**config.mk**
```make
export PLATFORM = sky130hd
export DESIGN_NAME = mcb_init_sequencer
export DESIGN_NICKNAME = d
export VERILOG_FILES = /design/src/rtl/mcb_init_sequencer.sv
export SDC_FILE = /design/constraint.sdc
export NUM_CORES = 1
export LEC_CHECK = 0
export CORE_MARGIN = 8
export CORE_UTILIZATION = 30
export CTS_CLUSTER_DIAMETER = 80
export DETAILED_ROUTE_END_ITERATION = 8
export PLACE_DENSITY = 0.51
export REMOVE_ABC_BUFFERS = 1
export SETUP_SLACK_MARGIN = 0.15
export SLEW_MARGIN = 20
export SYNTH_ARGS = -nofsm -noshare
export SYNTH_HDL_FRONTEND = slang
export SYNTH_SLANG_ARGS = --single-unit
```
**constraint.sdc**
```tcl
create_clock -name clk -period 2.4 [get_ports clk]
set_input_delay 0.36 -clock clk [delete_from_list [all_inputs] [get_ports clk]]
set_output_delay 0.36 -clock clk [all_outputs]
set_load 0.005 [all_outputs]
```
**src/rtl/mcb_init_sequencer.sv**
```systemverilog
// mcb_init_sequencer
// ------------------
// Brings up the DDR3 MCB that sits behind the multi-ROI frame buffer.
// 1. Waits for the BUFPLL lock to stay high for LOCK_STABLE_CYCLES consecutive cycles.
// 2. Holds the MCB system reset for RST_HOLD_CYCLES.
// 3. Waits up to CALIB_TIMEOUT cycles for calibration done.
//    On a timeout it re-runs the reset hold, up to MAX_RETRY extra attempts, and then fails.
// The frame-buffer enable stays low until memory is ready.
//
// Optional build macro MCB_LOCK_LOSS_RECOVER_EN:
//   defined   - lock loss while READY re-runs the whole bring-up and clears retry_cnt.
//   undefined - lock loss while READY is a sticky failure.
//
// Ports:
//   clk              sequencer clock (mcb_drp_clk domain)
//   reset            synchronous, active-high reset
//   bufpll_mcb_lock  BUFPLL lock, asynchronous (double-flop synchronized)
//   calib_done       MCB calibration complete, asynchronous (double-flop synchronized)
//   mcb_rst          active-high reset to the MCB
//   fb_enable        frame-buffer datapath enable
//   init_done        memory ready
//   init_fail        sticky failure flag, cleared only by reset
//   retry_cnt        calibration retries consumed
//   seq_state        FSM state code for debug
//                    (0 IDLE, 1 LOCK_WAIT, 2 RST_HOLD, 3 CALIB_WAIT, 4 READY, 5 FAIL)
//
// All outputs come straight from flops.
// Each output register is loaded on the same edge that moves the FSM into the state that
// output belongs to.
module mcb_init_sequencer #(
    parameter int unsigned LOCK_STABLE_CYCLES = 1024,
    parameter int unsigned RST_HOLD_CYCLES    = 64,
    parameter int unsigned CALIB_TIMEOUT      = 1048576,
    parameter int unsigned MAX_RETRY          = 3,
    parameter int unsigned CNT_WIDTH          = 24
) (
    input  logic       clk,
    input  logic       reset,
    input  logic       bufpll_mcb_lock,
    input  logic       calib_done,
    output logic       mcb_rst,
    output logic       fb_enable,
    output logic       init_done,
    output logic       init_fail,
    output logic [1:0] retry_cnt,
    output logic [2:0] seq_state
);

    typedef enum logic [2:0] {
        IDLE       = 3'd0,
        LOCK_WAIT  = 3'd1,
        RST_HOLD   = 3'd2,
        CALIB_WAIT = 3'd3,
        READY      = 3'd4,
        FAIL       = 3'd5
    } state_t;

    // Terminal counts. The counter runs from 0 and is compared for equality.
    localparam logic [CNT_WIDTH-1:0] LOCK_LAST   = CNT_WIDTH'(LOCK_STABLE_CYCLES - 1);
    localparam logic [CNT_WIDTH-1:0] HOLD_LAST   = CNT_WIDTH'(RST_HOLD_CYCLES - 1);
    localparam logic [CNT_WIDTH-1:0] CALIB_LAST  = CNT_WIDTH'(CALIB_TIMEOUT - 1);
    localparam logic [CNT_WIDTH-1:0] CNT_ONE     = CNT_WIDTH'(1);
    localparam logic [1:0]           MAX_RETRY_C = 2'(MAX_RETRY);

    // Two-flop synchronizers.
    // Bit 0 carries the lock input and bit 1 carries calib_done.
    logic [1:0] meta_reg;
    logic [1:0] sync_reg;
    logic       lock_s;
    logic       calib_s;

    always_ff @(posedge clk) begin
        if (reset) begin
            meta_reg <= 2'b00;
            sync_reg <= 2'b00;
        end else begin
            meta_reg <= {calib_done, bufpll_mcb_lock};
            sync_reg <= meta_reg;
        end
    end

    assign lock_s  = sync_reg[0];
    assign calib_s = sync_reg[1];

    state_t                 state_reg;
    logic [CNT_WIDTH-1:0]   counter_reg;
    logic [1:0]             retry_cnt_reg;
    logic                   mcb_rst_reg;
    logic                   fb_enable_reg;
    logic                   init_done_reg;
    logic                   init_fail_reg;

    always_ff @(posedge clk) begin
        if (reset) begin
            state_reg     <= IDLE;
            counter_reg   <= '0;
            retry_cnt_reg <= 2'd0;
            mcb_rst_reg   <= 1'b1;
            fb_enable_reg <= 1'b0;
            init_done_reg <= 1'b0;
            init_fail_reg <= 1'b0;
        end else begin
            case (state_reg)
                IDLE: begin
                    state_reg   <= LOCK_WAIT;
                    counter_reg <= '0;
                end

                LOCK_WAIT: begin
                    // Any low sample restarts the stability window.
                    if (!lock_s) begin
                        counter_reg <= '0;
                    end else if (counter_reg == LOCK_LAST) begin
                        state_reg   <= RST_HOLD;
                        counter_reg <= '0;
                    end else begin
                        counter_reg <= counter_reg + CNT_ONE;
                    end
                end

                RST_HOLD: begin
                    if (!lock_s) begin
                        state_reg   <= LOCK_WAIT;
                        counter_reg <= '0;
                    end else if (counter_reg == HOLD_LAST) begin
                        state_reg   <= CALIB_WAIT;
                        counter_reg <= '0;
                        mcb_rst_reg <= 1'b0;
                    end else begin
                        counter_reg <= counter_reg + CNT_ONE;
                    end
                end

                CALIB_WAIT: begin
                    // Lock loss is checked first.
                    // A calibration result obtained while the clock is gone cannot be trusted.
                    // Calibration done beats a coincident timeout.
                    if (!lock_s) begin
                        state_reg   <= LOCK_WAIT;
                        counter_reg <= '0;
                        mcb_rst_reg <= 1'b1;
                    end else if (calib_s) begin
                        state_reg     <= READY;
                        counter_reg   <= '0;
                        fb_enable_reg <= 1'b1;
                        init_done_reg <= 1'b1;
                    end else if (counter_reg == CALIB_LAST) begin
                        counter_reg <= '0;
                        mcb_rst_reg <= 1'b1;
                        if (retry_cnt_reg < MAX_RETRY_C) begin
                            retry_cnt_reg <= retry_cnt_reg + 2'd1;
                            state_reg     <= RST_HOLD;
                        end else begin
                            state_reg     <= FAIL;
                            init_fail_reg <= 1'b1;
                        end
                    end else begin
                        counter_reg <= counter_reg + CNT_ONE;
                    end
                end

                READY: begin
                    // Calibration done falling here is deliberately ignored.
                    if (!lock_s) begin
                        mcb_rst_reg   <= 1'b1;
                        fb_enable_reg <= 1'b0;
                        init_done_reg <= 1'b0;
                        counter_reg   <= '0;
`ifdef MCB_LOCK_LOSS_RECOVER_EN
                        state_reg     <= LOCK_WAIT;
                        retry_cnt_reg <= 2'd0;
`else
                        state_reg     <= FAIL;
                        init_fail_reg <= 1'b1;
`endif
                    end
                end

                FAIL: begin
                    // Sticky: only reset leaves this state.
                    mcb_rst_reg   <= 1'b1;
                    fb_enable_reg <= 1'b0;
                    init_done_reg <= 1'b0;
                    init_fail_reg <= 1'b1;
                end

                default: begin
                    // Unused encodings restart the sequence from IDLE.
                    state_reg     <= IDLE;
                    counter_reg   <= '0;
                    mcb_rst_reg   <= 1'b1;
                    fb_enable_reg <= 1'b0;
                    init_done_reg <= 1'b0;
                end
            endcase
        end
    end

    assign mcb_rst   = mcb_rst_reg;
    assign fb_enable = fb_enable_reg;
    assign init_done = init_done_reg;
    assign init_fail = init_fail_reg;
    assign retry_cnt = retry_cnt_reg;
    assign seq_state = state_reg;

endmodule

```
======== Yosys cells after proc, flatten, opt, wreduce, memory -nomap -nowiden ========
Cells that the tools add are included.
operators by class
  add/subtract/negate cells ............... 2
  magnitude comparators ................... 1
  equal/unequal tests ..................... 22
  mux-type cells .......................... 35
  bitwise operators ....................... 4
  reductions and logical operators ........ 10
operators by type and width
  cell                     number
  $mux W24                 8
  $pmux W24 S5             1
  $mux W3                  9
  $add A24 B1 Y24 const B  1
  $eq A24 B10 Y1 const B   1
  $eq A24 B20 Y1 const B   1
  $eq A24 B6 Y1 const B    1
  $ne A2 B2 Y1 const B     10
  $pmux W3 S6              1
  $reduce_and A6 Y1        3
  $mux W1                  13
  $ne A3 B3 Y1 const B     3
  $eq A3 B2 Y1 const B     2
  $eq A3 B3 Y1 const B     2
  $pmux W1 S3              2
  $reduce_and A5 Y1        1
  $ne A4 B4 Y1 const B     1
  $not A1 Y1               4
  $pmux W1 S4              1
  $reduce_and A4 Y1        1
  $eq A3 B1 Y1 const B     1
  $logic_not A3 Y1         1
  $reduce_bool A3 Y1       1
  $reduce_or A3 Y1         1
  4 further kinds          4
word-level totals
  register bits after elaboration ......... 36
  input bits .............................. 4
  output and inout port bits .............. 9
  word-level logic and storage cells ...... 82

======== Logic depth before layout (Yosys ltp) ========
  depth after elaboration ................. 6
  gate-level depth with buffers ........... 7
  gate-level depth less buffers ........... 6

======== Worst setup path before layout ========
No wires, ideal clock.
  path type ............................... register to register
  start point ............................. register counter_reg[0]
  end point ............................... register counter_reg[21]
  setup time .............................. 138 ps
  arrival time ............................ 2025 ps
  data required time ...................... 2262 ps
  path slack .............................. 238 ps
  stages on the path, launching flop included .. 8
  path buffers ............................ 1
  period minus slack after synthesis ...... 2162 ps
  cells stage by stage .................... dfxtp_1 -> ha_1 -> or4bb_1 -> nor4_4 -> a2111oi_2 -> nor3_2 -> buf_6 -> o211ai_2
between the ends
  word-level cells in the longest chain between the ends .. 5
  elaborated cells on any way between the ends .. 12
  those cells by class .................... add/sub: 1; eq/ne: 3; mux: 8
ends and longest elaborated chain
  item                                                      RTL line  source
  start, declared                                           86        logic [CNT_WIDTH-1:0] counter_reg;
  start signal, assigned                                    117       counter_reg <= counter_reg + CNT_ONE;
  start signal, assigned                                    130       counter_reg <= counter_reg + CNT_ONE;
  start signal, assigned                                    158       counter_reg <= counter_reg + CNT_ONE;
  $add A24 B1 Y24 / $eq A24 B20 Y1 (equally long branches)  n/a
  $mux W24                                                  147       end else if (counter_reg == CALIB_LAST) begin
  $mux W24                                                  142       end else if (calib_s) begin
  $mux W24                                                  138       if (!lock_s) begin
  $pmux W24 S5 (*)                                          103       case (state_reg)
Every way passes the cells marked *; elsewhere a longest branch is shown, timed or not.
A chain may end at the register's enable or synchronous reset.

======== Final worst setup path ========
  start point ............................. register counter_reg[0]
  end point ............................... register counter_reg[10]
Same word-level chain as after synthesis.

==> flow_summary.ini <==
[yosys]
postSynthCellCount = 273
ys_seq_area_share_pct = 33.0
synth_cell_types = 53
ys_seq_elements = 36
synth_async_sr_flop_share_pct = 0
syn_area_sq_um = 2190
yosysWarnings = 0
syn_area_per_cell_sq_um = 8.01
synthFlopType = dfxtp_1
synth_edf_count = 0

[final_layout]
num_antenna_cells = 0
final_area_sq_um = 2890
nNetsFinal = 324
final_util_pct = 40.3
area_growth_pct = 32.3
drive_gt1_share_pct = 25.7
largest_register_ffs = 24

[die]
rows = 31
die_w_um = 101
die_area_sq_um = 10300
dieHeight_um = 101
io_pins = 13
coreArea_sq_um = 7180
start_util_pct = 30.5

[sta]
rsz0062_at_grt = no
setup_viol = 0
worstMarginPinSlew_ns = 0.483
maxSlewHeadroom_pct = 67.8
fin_setup_tns_ns = 0
drv_slew = 0
fmax_mhz = 454
hold_violations = 0
timing.final.crit_share_pct = 91.7
period_minus_slack_ns = 2.20
worst_slack_ns = 0.198
finalClockSkew_ns = 0.00645

[route]
antenna_left = 0
drt_iter0_drc = 129
firstDrtPassIters = 4
drt-total-wl_um = 6380
drc = 0
vias = 2209
wire_per_inst_um = 15.3
vias_per_cell = 5.28

[hold_path]
hold_class = register to register
whs_path_depth = 1

[critical_path]
crit_fanout = 15
start_kind = register
crit_arrival_ns = 2.38
required_ns = 2.57
worst_setup_path_end_kind = register
r2r_slack_ns = 0.20
reg2reg_depth = 8
crit_type = register to register

[placed_design]
place_congestion = 0.826
placed_cell_area_sq_um = 2660
port_buffers = 12
dp_slack_ns = -0.241
dp_hpwl_um = 4600

[power]
p_per_area_nw_per_um2 = 467
peakVddDrop_uv = 309
p_leak_nw = 1.05

[grt]
gr-usage-all-layers_pct = 12.9
grt_max_degree = 19
grt_pass1_wl_um = 10600
grt.overflow.total = 0
grt_pass1_vias = 2123
grt_antenna_before_repair = 0

[job]
cap_violations = 0

[clocking]
cts_tree = yes
cts_root_buf = clkbuf_8
cts_hold_buf = 0
cts_buffers = 5
path_clk_slew_ns = 0.08
clock_latency_ns = 0.29
clock-sinks = 36
clockBufferDepth = 2
h-tree-depth = 2

[status]
status = completed
==> path summary, 6_finish.rpt <==
| check | start | end |
|---|---|---|
| setup / recovery | counter_reg[0] | counter_reg[10] |
| hold / removal | meta_reg[1] | sync_reg[1] |
| setup reg to reg | counter_reg[0] | counter_reg[10] |
| hold reg to reg | meta_reg[1] | sync_reg[1] |
==> per-stage QoR <==
stage          hold slack (ns)  total power [W]  std cells
3_3_place_gp             0.423         0.000907        405
5_1_grt                  0.457          0.00143        418
3_5_place_dp             0.425         0.000907        405
6_report                 0.443          0.00135        418
4_1_cts                  0.445          0.00137        416
2_1_floorplan            0.414         0.000776        252
==> power breakdown <==
part / internal (W) / switching (W) / total, W
clock: 0.000206 / 0.000241 / 0.000447
sequential: 0.000619 / 0.0000174 / 0.000636
combinational: 0.000124 / 0.000145 / 0.000268
==> timing repair <==
action,CTS,global route
gates resized for setup,5,18
buffers inserted,3,2
endpoints found under the setup margin,27,14
pin swaps,1,2
hold endpoints to repair,0,0
==> synth_stat cells (all sizes together) (2+ instances only) <==
| cell | instances | share of area, % |
|---|---|---|
| a2111oi | 4 | 1.9 |
| a211o | 2 | 0.80 |
| a211oi | 11 | 3.8 |
| a21oi | 16 | 3.7 |
| a31o | 2 | 0.80 |
| and2 | 4 | 1.1 |
| and3 | 7 | 2.0 |
| and4 | 4 | 1.6 |
| buf | 4 | 1.3 |
| clkbuf | 17 | 2.9 |
| dfxtp | 36 | 33 |
| ha | 2 | 1.1 |
| inv | 6 | 1.0 |
| mux2i | 2 | 0.92 |
| nand2 | 22 | 3.8 |
| nand2b | 7 | 2.0 |
| nand3 | 20 | 4.6 |
| nand4 | 6 | 1.7 |
| nor2 | 20 | 3.4 |
| nor2b | 10 | 2.9 |
| nor3 | 10 | 2.5 |
| nor4 | 9 | 3.3 |
| o211ai | 3 | 1.5 |
| o21ai | 6 | 1.4 |
| o311ai | 2 | 1.1 |
| o31a | 4 | 1.6 |
| o31ai | 2 | 0.69 |
| o32ai | 7 | 2.8 |
| or2 | 2 | 0.57 |
| or3 | 2 | 0.57 |
| or4 | 5 | 1.9 |
| xnor2 | 3 | 1.2 |
| xor2 | 5 | 2.0 |
==> cell type report <==
type	count	area, sq um
flip-flops and latches	36	724
multi-input cells	210	1460
clock buffers	5	68.8
well taps	99	124
repair buffers	59	473
fillers	733	4280
clock inverters	3	23.8
inverters	6	22.5
==> cell families (layout without fill, tap and decap cells) <==
kind of cell               count (synthesis)  after routing  share of synthesized area, %
and+or+nand+nor                          129            129                          32.4
adders and majority gates                  2              2                          1.14
DFF                                       36             36                          33.0
AOI/OAI and AO/OA                         69             69                          24.1
muxes                                      2              2                         0.915
xor gates and xnor gates                   8              8                          3.20
buffers and inverters                     27             73                          5.26
==> cell usage in the layout (no fill, tap or decap), types with 4 or more instances in the layout <==
cell,netlist,layout
buf_4,1,47
dfxtp_1,36,33
nand2_1,22,22
nand3_1,20,20
nor2_1,20,20
a21oi_1,16,15
clkdlybuf4s50_1,0,12
nor2b_1,10,10
a211oi_1,11,10
nor4_1,8,8
nor3_1,9,8
and3_1,7,7
nand2b_1,7,7
nand4_1,6,6
inv_1,6,6
xor2_1,5,5
o32ai_2,0,5
clkbuf_8,0,5
and2_1,4,4
and4_1,4,4
o21ai_0,6,4
o31a_1,4,4
==> critical path: stages, from the launching register on <==
cell and delay [ns]:
dfxtp_2 0.34, ha_4 0.16, or4bb_4 0.22, nor4_4 0.03, buf_4 0.14, a2111oi_4 0.52
nor3_2 0.09, buf_4 0.22, a2111oi_0 0.36
==> metal layers <==
metal	global-route usage, %	routed length (um)	up-vias
met3	1.65	200	6
met5	0	0	-
li1	-	-	1117
met4	5.27	115	0
met2	20.6	3060	36
met1	17.0	3010	1050
(Power assumes the default switching activity.)
